<file path="config.mk">
export PLATFORM = sky130hd
export DESIGN_NAME = game_state_ctrl
export DESIGN_NICKNAME = d
export VERILOG_FILES = /design/src/rtl/trex_defs.sv /design/src/rtl/edge_sync.sv /design/src/rtl/game_state_ctrl.sv
export SDC_FILE = /design/constraint.sdc
export NUM_CORES = 1
export LEC_CHECK = 0
export BUFFER_PORTS_ARGS = -buffer_cell sky130_fd_sc_hd__buf_2
export CORE_AREA = 3 3 65 67
export CTS_CLUSTER_DIAMETER = 40
export DETAILED_ROUTE_END_ITERATION = 10
export DIE_AREA = 0 0 68 70
export PLACE_DENSITY = 0.53
export SLEW_MARGIN = 10
export SYNTH_ARGS = -nofsm -noshare
export SYNTH_HDL_FRONTEND = slang
export SYNTH_SLANG_ARGS = --single-unit
</file>
<file path="constraint.sdc">
create_clock -name clk -period 3.6 [get_ports clk]
set_clock_uncertainty 0.05 [all_clocks]
set_input_delay 0.72 -clock clk [delete_from_list [all_inputs] [get_ports clk]]
set_output_delay 0.72 -clock clk [all_outputs]
set_load 0.05 [all_outputs]
</file>
<file path="src/rtl/trex_defs.sv">
// Shared game definitions: state encoding seen by every game delegate, plus
// the default tuning constants of the master game controller.
package trex_defs;

    typedef enum logic [1:0] {
        ST_INIT = 2'b00,
        ST_PLAY = 2'b01,
        ST_DEAD = 2'b10
    } game_state_e;

    localparam int unsigned HIT_THRESH_DEF   = 4;
    localparam int unsigned GRACE_FRAMES_DEF = 8;
    localparam int unsigned DEAD_HOLD_DEF    = 30;
    localparam int unsigned CNT_W_DEF        = 12;

endpackage

</file>
<file path="src/rtl/edge_sync.sv">
// Two-flop synchroniser for an asynchronous level, followed by a registered
// rising-edge detector; pulse_o is high for one clk, 3 clk after the input rises.
module edge_sync (
    input  logic clk,
    input  logic rst,
    input  logic async_i,
    output logic pulse_o
);

    logic meta_q;
    logic sync_q;
    logic prev_q;
    logic pulse_q;

    always_ff @(posedge clk) begin
        if (rst) begin
            meta_q  <= 1'b0;
            sync_q  <= 1'b0;
            prev_q  <= 1'b0;
            pulse_q <= 1'b0;
        end else begin
            meta_q  <= async_i;
            sync_q  <= meta_q;
            prev_q  <= sync_q;
            pulse_q <= sync_q & ~prev_q;
        end
    end

    assign pulse_o = pulse_q;

endmodule

</file>
<file path="src/rtl/game_state_ctrl.sv">
// Master game FSM (INIT/PLAY/DEAD) with per-frame dino/obstacle overlap
// counting, start-of-play grace period and post-death restart hold-off.
module game_state_ctrl
    import trex_defs::*;
#(
    parameter int unsigned HIT_THRESH   = HIT_THRESH_DEF,
    parameter int unsigned GRACE_FRAMES = GRACE_FRAMES_DEF,
    parameter int unsigned DEAD_HOLD    = DEAD_HOLD_DEF,
    parameter int unsigned CNT_W        = CNT_W_DEF
) (
    input  logic       clk,
    input  logic       rst,
    input  logic       frame_clk,
    input  logic       jump,
    input  logic       dino_px,
    input  logic       obs_px,
    output logic [1:0] gameState,
    output logic       restart,
    output logic       hit
);

    localparam int unsigned TMR_MAX = (GRACE_FRAMES > DEAD_HOLD) ? GRACE_FRAMES : DEAD_HOLD;
    localparam int unsigned TMR_W   = $clog2(TMR_MAX + 1);
    localparam logic [CNT_W-1:0] CNT_SAT = '1;

    logic frame_tick;
    logic jump_rise;

    game_state_e      state_q, state_d;
    logic [CNT_W-1:0] cnt_q, cnt_d;
    logic [TMR_W-1:0] tmr_q, tmr_d;
    logic             restart_q, restart_d;
    logic             hit_q, hit_d;
    logic             over_thresh;
    logic             tmr_zero;

    edge_sync u_frame_sync (
        .clk     (clk),
        .rst     (rst),
        .async_i (frame_clk),
        .pulse_o (frame_tick)
    );

    edge_sync u_jump_sync (
        .clk     (clk),
        .rst     (rst),
        .async_i (jump),
        .pulse_o (jump_rise)
    );

    // Overlap counter: evaluated and cleared on the frame tick, saturating otherwise
    always_comb begin
        cnt_d = cnt_q;
        if (frame_tick) begin
            cnt_d = '0;
        end else if (dino_px && obs_px && (cnt_q != CNT_SAT)) begin
            cnt_d = cnt_q + CNT_W'(1);
        end
    end

    assign over_thresh = (cnt_q >= CNT_W'(HIT_THRESH));
    assign tmr_zero    = (tmr_q == '0);

    // Next state; tmr_q counts grace frames in PLAY and hold frames in DEAD
    always_comb begin
        state_d   = state_q;
        tmr_d     = tmr_q;
        restart_d = 1'b0;
        hit_d     = hit_q;
        unique case (state_q)
            ST_INIT: begin
                if (jump_rise) begin
                    state_d = ST_PLAY;
                    tmr_d   = TMR_W'(GRACE_FRAMES);
                end
            end
            ST_PLAY: begin
                if (frame_tick) begin
                    if (tmr_zero && over_thresh) begin
                        state_d = ST_DEAD;
                        hit_d   = 1'b1;
                        tmr_d   = TMR_W'(DEAD_HOLD);
                    end else if (!tmr_zero) begin
                        tmr_d = tmr_q - TMR_W'(1);
                    end
                end
            end
            ST_DEAD: begin
                if (jump_rise && tmr_zero) begin
                    state_d   = ST_INIT;
                    restart_d = 1'b1;
                    hit_d     = 1'b0;
                end else if (frame_tick && !tmr_zero) begin
                    tmr_d = tmr_q - TMR_W'(1);
                end
            end
            default: begin
                state_d = ST_INIT;
                hit_d   = 1'b0;
            end
        endcase
    end

    always_ff @(posedge clk) begin
        if (rst) begin
            state_q   <= ST_INIT;
            cnt_q     <= '0;
            tmr_q     <= '0;
            restart_q <= 1'b0;
            hit_q     <= 1'b0;
        end else begin
            state_q   <= state_d;
            cnt_q     <= cnt_d;
            tmr_q     <= tmr_d;
            restart_q <= restart_d;
            hit_q     <= hit_d;
        end
    end

    assign gameState = state_q;
    assign restart   = restart_q;
    assign hit       = hit_q;

endmodule

</file>
==> results of run 1 <==
-- worst paths after layout --
kind	cells after the start	start	slack (ns)	end
worst max-delay path	6	tmr_q[0]$_SDFFE_PP0P_	1.54	hit$_SDFFE_PP0P_
worst max register to register	6	tmr_q[0]$_SDFFE_PP0P_	1.54	hit$_SDFFE_PP0P_
worst min-delay path	1	u_jump_sync.prev_q$_SDFF_PP0_	0.33	u_jump_sync.pulse_o$_SDFF_PP0_
worst min register to register	1	u_jump_sync.prev_q$_SDFF_PP0_	0.33	u_jump_sync.pulse_o$_SDFF_PP0_
-- logic make-up after synthesis --
group / synth area share [%]
DFF: 39.93
muxes: 0.6885
AOI/OAI and AO/OA: 21.26
and+or+nand+nor: 27.88
buffers and inverters: 4.216
adders and majority gates: 6.024
-- critical path, delay by kind of cell (launching register included) --
kind,cells,cell delay [ns]
compound gates,3,0.74
fa+ha+maj,1,0.20
buf+inv,1,0.06
flops,1,0.34
simple gates,1,0.58
-- area by class of cell --
| class | count | area (um2) | area share [%] |
|---|---|---|---|
| Inverter | 12 | 45.04 | 2.744 |
| Clock buffer | 5 | 68.82 | 4.192 |
| Timing Repair Buffer | 10 | 52.55 | 3.201 |
| Multi-Input combinational cell | 120 | 812.0 | 49.47 |
| Tap cell | 48 | 60.06 | 3.659 |
| Clock inverter | 3 | 22.52 | 1.372 |
| Sequential cell | 29 | 580.6 | 35.37 |
-- routing by layer --
| metal | GRT usage (%) | vias to the layer above | routed length (um) |
|---|---|---|---|
| met5 | 0 | - | 0 |
| met1 | 19.29 | 597 | 1537 |
| met4 | 5.519 | 0 | 45 |
| li1 | - | 650 | - |
| met3 | 4.823 | 6 | 91 |
| met2 | 20.02 | 15 | 1356 |
-- stage by stage --
| step | instances | hold WS [ns] | utilization (%) | setup WS, ns |
|---|---|---|---|---|
| after floorplan | 165 | 0.3174 | - | 1.372 |
| after global placement | 219 | 0.3209 | 42.03 | 1.545 |
| after detailed placement | 219 | 0.3277 | 42.03 | 1.466 |
| after CTS | 227 | 0.3380 | 44.50 | 1.511 |
| after global routing | 227 | 0.3476 | 44.50 | 1.309 |
| final | 227 | 0.3347 | 44.50 | 1.535 |
-- cells in the mapped netlist, drive strengths merged (2+ instances only) --
| library cell | number |
|---|---|
| o211ai | 2 |
| nor4b | 2 |
| nor3 | 4 |
| a21oi | 13 |
| and4 | 3 |
| o21ai | 9 |
| nand2 | 11 |
| or4 | 8 |
| buf | 2 |
| or3 | 4 |
| inv | 12 |
| nor2b | 8 |
| a2111oi | 2 |
| nor2 | 7 |
| nor4 | 4 |
| nand3 | 4 |
| o31ai | 6 |
| dfxtp | 29 |
| nand4 | 4 |
| ha | 7 |
| nand2b | 3 |
| clkbuf | 2 |
| o21ba | 2 |
-- cell usage in the layout (no fill, tap or decap), types with 7 or more instances in the layout --
cell type | netlist | routed
o21ai_0 | 9 | 9
nor2_1 | 7 | 7
a21oi_1 | 13 | 13
or4_1 | 8 | 8
buf_2 | 1 | 9
inv_1 | 12 | 12
nor2b_1 | 8 | 8
ha_1 | 7 | 7
nand2_1 | 11 | 11
dfxtp_1 | 29 | 29
-- report_power, final --
part	switching [mW]	internal, mW	total (mW)
registers	0.0178	0.335	0.353
clock network	0.129	0.135	0.264
logic	0.116	0.0712	0.187
==> flow_metrics.env, run 1 <==
export IMPL_fmax_ghz=0.4843
export IMPL_die_area_um2=4760
export IMPL_htreeDepth=2
export IMPL_cts_sinks=29
export IMPL_dpl_cell_area_um2=1550
export IMPL_rsz0062_at_grt="false"
export IMPL_dieWidth_um=68
export IMPL_post_cts_setup_buffer_count=0
export IMPL_synthesis_nets=178
export IMPL_insertedDiodeCount=0
export IMPL_crit_chain="inv_1 -> ha_1 -> nor4b_1 -> a21oi_1 -> o31ai_1 -> o21ba_2"
export IMPL_coreArea_um2=3689
export IMPL_crit_arrival_ns=2.19
export IMPL_io_pin_count=10
export IMPL_setup_violations=0
export IMPL_nFillCells=378
export IMPL_place_gp_congestion=0.8263
export IMPL_vias=1268
export IMPL_status="finished clean"
export IMPL_drt_initial_drc_count=58
export IMPL_post_cts_resized=0
export IMPL_worst_setup_path_end_kind="flip-flop"
export IMPL_ys_types=43
export IMPL_fin_setup_tns_ns=0
export IMPL_grtUsageTotal_pct=14.11
export IMPL_die_height_um=70
export IMPL_maxCapViolations=0
export IMPL_cpPeakStageDelay_ns=0.58
export IMPL_numCtsBuffers=5
export IMPL_hold_buffers=0
export IMPL_grt_pass1_wl_um=5223
export IMPL_drv_slew=0
export IMPL_yosysSeqAreaShare_pct=39.93
export IMPL_yosysTopAreaCellShare_pct=39.93
export IMPL_slew_headroom_pct=54.09
export IMPL_drive_gt1_share_pct=13.97
export IMPL_syn_to_final_growth_pct=12.91
export IMPL_hold_class="reg -> reg"
export IMPL_drc=0
export IMPL_top_register="cnt_q"
export IMPL_layout_min_cycle_time_ns=2.065
export IMPL_syn_inst=165
export IMPL_grt_pass1_vias=1155
export IMPL_dp_hpwl_um=2216
export IMPL_grt_max_degree=18
export IMPL_detail_route_wl_per_cell_um=13.35
export IMPL_drt_pass1_iter_count=4
export IMPL_worst_skew_pair_late_latency_ns=0.28
export IMPL_slowest_stage="nor4b_1"
export IMPL_antenna_found_initial=0
export IMPL_largest_reg_flops=12
export IMPL_avgViaCountPerCell=5.586
export IMPL_async_flop_share_pct=0
export IMPL_synth_edff_count=0
export IMPL_final_antenna_net_count=0
export IMPL_cts_tree="done"
export IMPL_syn_area_um2=1454
export IMPL_synth_seq_cells=29
export IMPL_hold_violations=0
export IMPL_clk_path_buf_depth=2
export IMPL_synth_top_cell_by_area="dfxtp_1"
export IMPL_synth_flop_cell="dfxtp_1"
export IMPL_critPathMaxFanout=5
export IMPL_start_util_pct=39.42
export IMPL_finalPower_mw=0.8049
export IMPL_path_clk_slew_ns=0.07
export IMPL_leakagePower_nw=0.5897
export IMPL_grt_ovfl_total=0
export IMPL_cp_start_kind="flip-flop"
export IMPL_synth_area_leaders="dfxtp_1 40%, ha_1 6.0%, a21oi_1 4.5%"
export IMPL_vdd_ir_drop_max_mv=0.2600
export IMPL_powerDensity_nw_per_um2=490.3
export IMPL_critPathKind="reg -> reg"
export IMPL_port_buffers=9
export IMPL_cts_root_buf="clkbuf_8"
export IMPL_synth_avg_cell_area_um2=8.811
export IMPL_fin_crit_sh_pct=57.36
export IMPL_fin_nets=191
export IMPL_yosys_warnings=0
export IMPL_std_cell_rows=22
export IMPL_worst_pin_slew_ns=0.6790
export IMPL_totalWireLength_um=3030
export IMPL_design_area_um2=1642
export IMPL_required_ns=3.73
No activity file was read; power rests on OpenSTA's default activity.
==> inputs of run 2 (changes only) <==
- ABC_AREA: not set -> 1
- CORE_AREA: 3 3 65 67 -> 3 3 67 69
- DIE_AREA: 0 0 68 70 -> 0 0 70 72
- clock period: 3.6 -> 1.9 ns (I/O delays scaled with it)
==> run 2 against run 1 <==
Effect of this change:
- die area increased by 5.9%
- critical path depth is 3 higher
- routed wire length down 2.3%
- via count grew 7.5%
- hold slack worse by 0.081 ns
- sequential power up 90%
- maximum frequency up 23%
- register-to-register slack worse by 1.3 ns
- critical endpoint is now tmr_q[1]$_SDFFE_PP0P_
==> flow_metrics.env, run 2 <==
export IMPL_die_area_um2=5040
export IMPL_insertedDiodeCount=0
export IMPL_cpPeakStageDelay_ns=0.36
export IMPL_critical_path_depth=9
export IMPL_crit_path_end="tmr_q[1]$_SDFFE_PP0P_"
export IMPL_crit_arrival_ns=1.79
export IMPL_die_height_um=72
export IMPL_place_gp_congestion=0.7970
export IMPL_fmax_ghz=0.5975
export IMPL_synth_most_common_cell="nand2_1"
export IMPL_hold_violations=0
export IMPL_fin_util_pct=45.43
export IMPL_grt_pass1_vias=1257
export IMPL_vdd_ir_drop_max_mv=0.4710
export IMPL_grtUsageTotal_pct=13.09
export IMPL_r2r_cells=9
export IMPL_synth_avg_cell_area_um2=6.689
export IMPL_grt_max_degree=14
export IMPL_rsz0062_at_grt="false"
export IMPL_critPathMaxFanout=9
export IMPL_async_flop_share_pct=0
export IMPL_met3_length_um=101
export IMPL_worstSetupStartpoint="gameState[1]$_SDFFE_PP0P_"
export IMPL_synth_top_cell_by_area="dfxtp_1"
export IMPL_worstHoldStart="frame_clk"
export IMPL_synth_edff_count=0
export IMPL_grt_pass1_wl_um=5319
export IMPL_numCtsBuffers=5
export IMPL_path_delay_family="simple AND/OR/NAND/NOR gates"
export IMPL_totalWireLength_um=2960
export IMPL_synthAdderAreaFrac_pct=5.668
export IMPL_hold_slack_ns=0.2537
export IMPL_drt_pass1_iter_count=4
export IMPL_htreeDepth=2
export IMPL_synth_top_family_by_area="simple AND/OR/NAND/NOR gates"
export IMPL_clk_path_buf_depth=2
export IMPL_synth_xor_area_share_pct=2.834
export IMPL_cts_tree="done"
export IMPL_worstReg2RegEnd="tmr_q[1]$_SDFFE_PP0P_"
export IMPL_synth_simple_gate_area_share_pct=34.25
export IMPL_drive_gt1_share_pct=12.80
export IMPL_yosys_warnings=0
export IMPL_r2r_start="gameState[1]$_SDFFE_PP0P_"
export IMPL_fin_nets=262
export IMPL_io_pin_count=10
export IMPL_layout_min_cycle_time_ns=1.674
export IMPL_fin_setup_tns_ns=0
export IMPL_fin_crit_sh_pct=88.09
export IMPL_required_ns=2.02
export IMPL_hold_class="in -> reg"
export IMPL_port_buffers=9
export IMPL_cts_sinks=29
export IMPL_yosysSeqAreaShare_pct=37.57
export IMPL_slowest_stage="dfxtp_2"
export IMPL_status="finished clean"
export IMPL_cts_root_buf="clkbuf_8"
export IMPL_final_common_cell="nand2_1"
export IMPL_worst_pin_slew_ns=0.3578
export IMPL_drt_initial_drc_count=42
export IMPL_hold_buffers=0
export IMPL_path_clk_slew_ns=0.06
export IMPL_final_cell_mix="58 x nand2_1, 36 x nor2_1, 35 x inv_1"
export IMPL_synth_seq_cells=29
export IMPL_drc=0
export IMPL_top_register="cnt_q"
export IMPL_std_cell_rows=23
export IMPL_avgViaCountPerCell=4.543
export IMPL_ys_types=24
export IMPL_leakagePower_nw=0.8190
export IMPL_synth_flop_cell="dfxtp_1"
export IMPL_final_antenna_net_count=0
export IMPL_rrSetupSlack_ns=0.23
export IMPL_drv_slew=0
export IMPL_synth_area_leaders="dfxtp_1 38%, nand2_1 14%, nor2_1 8.7%"
export IMPL_grt_ovfl_total=0
export IMPL_dieWidth_um=70
export IMPL_slew_headroom_pct=76.01
export IMPL_dp_hpwl_um=2278
export IMPL_detail_route_wl_per_cell_um=9.867
export IMPL_cp_start_kind="flip-flop"
export IMPL_synthTopCellsByCount="58 x nand2_1, 36 x nor2_1, 35 x inv_1"
export IMPL_syn_to_final_growth_pct=16.76
export IMPL_worst_skew_pair_late_latency_ns=0.27
export IMPL_worst_setup_path_end_kind="flip-flop"
export IMPL_syn_area_um2=1545
export IMPL_wl_met2_um=1249
export IMPL_crit_chain="inv_1 -> ha_1 -> nand2_2 -> o21ai_2 -> or2_0 -> nor2_2 -> nand2_2 -> a21oi_1 -> nor2_1"
export IMPL_coreArea_um2=3971
export IMPL_syn_inst=231
export IMPL_powerDensity_nw_per_um2=978.9
export IMPL_synth_mux_area_share_pct=0
export IMPL_setup_violations=0
export IMPL_synthesis_nets=244
export IMPL_post_cts_resized=0
export IMPL_wl_met1_um=1575
export IMPL_routed_top_layer="met4"
export IMPL_yosysTopAreaCellShare_pct=37.57
export IMPL_synth_compound_area_share_pct=9.474
export IMPL_vias=1363
export IMPL_finalPower_mw=1.766
export IMPL_start_util_pct=38.91
export IMPL_critPathKind="reg -> reg"
export IMPL_largest_reg_flops=12
export IMPL_maxCapViolations=0
export IMPL_post_cts_setup_buffer_count=0
export IMPL_worst_path_buf_inv=1
export IMPL_crit_top_cell="nand2_2"
export IMPL_antenna_found_initial=0
-- run 2: changes by cell type after synthesis, moves of 8 or more --
cell     before  now
nand3_1       4   12
or4_1         8    0
nor2_1        7   36
inv_1        12   35
nor2b_1       8    0
nand2_1      11   58
-- run 2: worst min-delay path by stage --
stage,endpoint,depth (start not counted)
floorplan,u_frame_sync.pulse_o$_SDFF_PP0_,1
global placement,u_jump_sync.pulse_o$_SDFF_PP0_,1
detailed placement,u_jump_sync.pulse_o$_SDFF_PP0_,1
CTS,u_frame_sync.meta_q$_SDFF_PP0_,3
global route,u_jump_sync.meta_q$_SDFF_PP0_,3
finish,u_frame_sync.meta_q$_SDFF_PP0_,3
-- run 2: through the flow --
step,setup WS (ns),cell area [um2],cells
floorplan,0.1472,1548,231
global placement,0.2910,1670,292
detailed placement,0.2285,1670,292
CTS,0.2209,1804,300
global route,0.1149,1804,300
finish,0.2262,1804,300
-- run 2: tightest hold or removal path, delay by kind of cell --
kind          cells  cell delay [ns]
buf+inv           2             0.10
simple gates      1             0.06
-- run 2: final cells by class --
type	count	area, um2
Clock buffer	5	68.82
Clock inverter	3	65.06
Fill cell	417	2167
Inverter	38	142.6
Multi-Input combinational cell	162	807.0
Sequential cell	29	583.1
Tap cell	50	62.56
Timing Repair Buffer	13	75.07
-- run 2: per-layer routing --
layer	up-vias	global-route usage, %
li1	753	-
met1	586	17.59
met2	19	20.25
met3	5	3.324
met4	0	5.106
met5	-	0
-- run 2: cells by family (layout without fill, tap and decap cells) --
| family | Yosys count | in the layout |
|---|---|---|
| compound gates | 26 | 26 |
| flops | 29 | 29 |
| xor+xnor | 5 | 5 |
| simple gates | 124 | 124 |
| buf+inv | 40 | 59 |
| fa+ha+maj | 7 | 7 |
-- run 2: power breakdown --
part           leakage, nW  internal [mW]  switching [mW]
logic                0.514          0.122           0.222
clock network       0.0681          0.521           0.232
registers            0.237          0.648          0.0219
total                0.819           1.29           0.476
==> inputs of run 3 (changes only) <==
- clock period: 1.9 -> 1.6 ns (I/O delays scaled with it)
==> run 3 against run 2 <==
Effect of this change:
- cell count rose by 2.0%
- hold slack got worse by 0.066 ns
- clock power rose by 3.7%
- sequential power rose by 20%
- critical path depth rose by 1
- combinational power rose by 60%
- die area did not move
- maximum frequency rose by 7.2%
- first-iteration DRC count rose by 71%
- utilization rose by 3.5 points
- via count rose by 2.8%
==> flow_metrics.env, run 3 (synthesis gave the netlist of run 2 again) <==
export IMPL_numCtsBuffers=5
export IMPL_port_buffers=9
export IMPL_setup_violations=0
export IMPL_r2r_start="gameState[1]$_SDFFE_PP0P_"
export IMPL_cts_sinks=29
export IMPL_coreArea_um2=3971
export IMPL_clk_path_buf_depth=2
export IMPL_status="finished clean"
export IMPL_std_cell_rows=23
export IMPL_crit_chain="inv_4 -> ha_4 -> nand2_4 -> o21ai_2 -> or2_1 -> nor2_4 -> nand2_2 -> nand2_1 -> nand2_1 -> nor2_1"
export IMPL_path_clk_slew_ns=0.08
export IMPL_io_pin_count=10
export IMPL_whs_endpoint="u_jump_sync.meta_q$_SDFF_PP0_"
export IMPL_start_util_pct=38.91
export IMPL_drv_slew=0
export IMPL_drt_initial_drc_count=72
export IMPL_maxCapViolations=0
export IMPL_cpPeakStageDelay_ns=0.38
export IMPL_rrSetupSlack_ns=0.04
export IMPL_grtUsageTotal_pct=13.74
export IMPL_hold_slack_ns=0.1877
export IMPL_final_cell_mix="56 x nand2_1, 35 x nor2_1, 30 x inv_1"
export IMPL_fmax_ghz=0.6402
export IMPL_top_register="cnt_q"
export IMPL_whs_path_depth=3
export IMPL_hold_violations=0
export IMPL_crit_arrival_ns=1.73
export IMPL_fin_util_pct=48.96
export IMPL_layout_min_cycle_time_ns=1.562
export IMPL_insertedDiodeCount=0
export IMPL_critPathKind="reg -> reg"
export IMPL_grt_pass1_wl_um=5506
export IMPL_avgViaCountPerCell=4.578
export IMPL_place_gp_congestion=0.7891
export IMPL_syn_to_final_growth_pct=25.83
export IMPL_htreeDepth=2
export IMPL_vdd_ir_drop_max_mv=0.7274
export IMPL_finalPower_mw=2.132
export IMPL_crit_top_cell="nand2_1"
export IMPL_vias=1401
export IMPL_hold_class="in -> reg"
export IMPL_antenna_found_initial=0
export IMPL_fin_crit_sh_pct=97.63
export IMPL_cts_root_buf="clkbuf_8"
export IMPL_dp_hpwl_um=2366
export IMPL_worst_skew_pair_late_latency_ns=0.29
export IMPL_fin_nets=268
export IMPL_worst_pin_slew_ns=0.3265
export IMPL_drive_gt1_share_pct=22.27
export IMPL_powerDensity_nw_per_um2=1097
export IMPL_worstReg2RegEnd="tmr_q[4]$_SDFFE_PP0P_"
export IMPL_detail_route_wl_per_cell_um=10.68
export IMPL_required_ns=1.77
export IMPL_critPathMaxFanout=5
export IMPL_grt_ovfl_total=0
export IMPL_die_area_um2=5040
export IMPL_slowest_stage="dfxtp_4"
export IMPL_dieWidth_um=70
export IMPL_drt_pass1_iter_count=4
export IMPL_drc=0
export IMPL_rsz0062_at_grt="true"
export IMPL_totalWireLength_um=3268
export IMPL_leakagePower_nw=0.8573
export IMPL_final_common_cell="nand2_1"
export IMPL_cts_tree="done"
export IMPL_grt_max_degree=14
export IMPL_worst_setup_path_end_kind="flip-flop"
export IMPL_slew_headroom_pct=78.10
export IMPL_die_height_um=72
export IMPL_worstHoldStart="jump"
export IMPL_final_antenna_net_count=0
export IMPL_r2r_cells=10
export IMPL_largest_reg_flops=12
export IMPL_cp_start_kind="flip-flop"
export IMPL_grt_pass1_vias=1199
## run 3: cell types whose count changed in the layout (fill, tap and decap cells not counted), sizes merged
cell | before | now
buf | 13 | 18
bufinv | 2 | 1
clkinvlp | 0 | 1
nand2 | 61 | 62
## run 3: routing by layer
metal / up-vias / wire length [um] / GRT usage (%)
met2: 26 / 1362 / 18.57
met3: 4 / 113 / 4.155
li1: 763 / - / -
met4: 0 / 31 / 5.745
met5: - / 0 / 0
met1: 608 / 1760 / 20.05
## run 3: power breakdown
group | internal [mW] | switching [mW] | leakage, nW
clock | 0.466 | 0.315 | 0.0543
sequential | 0.769 | 0.0338 | 0.238
combinational | 0.227 | 0.322 | 0.565
total | 1.46 | 0.670 | 0.857
## run 3: what timing repair did
action                                  in CTS  in global routing
buffers inserted                             0                  2
hold buffers                                 0                  0
resized for setup                            0                 27
endpoints found under the setup margin       0                  9
## run 3: worst max-delay path: cells and delay by family, from the launching register on
family | cells | cell delay (ns)
AOI/OAI and AO/OA | 1 | 0.05
adders and majority gates | 1 | 0.16
buffers and inverters | 1 | 0.05
DFF | 1 | 0.38
and+or+nand+nor | 7 | 0.80
## run 3: area by class of cell
| cell class | instances | area, um2 |
|---|---|---|
| repair buffers | 18 | 116.4 |
| clock inverters | 3 | 46.29 |
| well taps | 50 | 62.56 |
| fillers | 404 | 2027 |
| clock buffers | 5 | 68.82 |
| multi-input cells | 163 | 912.1 |
| inverters | 38 | 147.6 |
| flip-flops and latches | 29 | 590.6 |
## run 3: metrics by stage
step | worst slack (ns) | std cells | instance area (um2) | setup TNS, ns
2_1_floorplan | 0.02761 | 231 | 1565 | 0
3_3_place_gp | 0.06775 | 295 | 1710 | 0
3_5_place_dp | 0.02179 | 295 | 1710 | 0
4_1_cts | 0.007874 | 303 | 1826 | 0
5_1_grt | -0.03637 | 306 | 1944 | -0.09723
6_report | 0.03797 | 306 | 1944 | 0
## run 3: worst max-delay path by stage
stage                                   start                     to  slack (ns)
global placement    gameState[0]$_SDFFE_PP0P_  tmr_q[2]$_SDFFE_PP0P_        0.07
CTS                 gameState[0]$_SDFFE_PP0P_  tmr_q[2]$_SDFFE_PP0P_       0.008
detailed placement  gameState[0]$_SDFFE_PP0P_  tmr_q[1]$_SDFFE_PP0P_        0.02
global route        gameState[1]$_SDFFE_PP0P_  tmr_q[4]$_SDFFE_PP0P_       -0.04
finish              gameState[1]$_SDFFE_PP0P_  tmr_q[4]$_SDFFE_PP0P_        0.04
floorplan           gameState[0]$_SDFFE_PP0P_  tmr_q[0]$_SDFFE_PP0P_        0.03
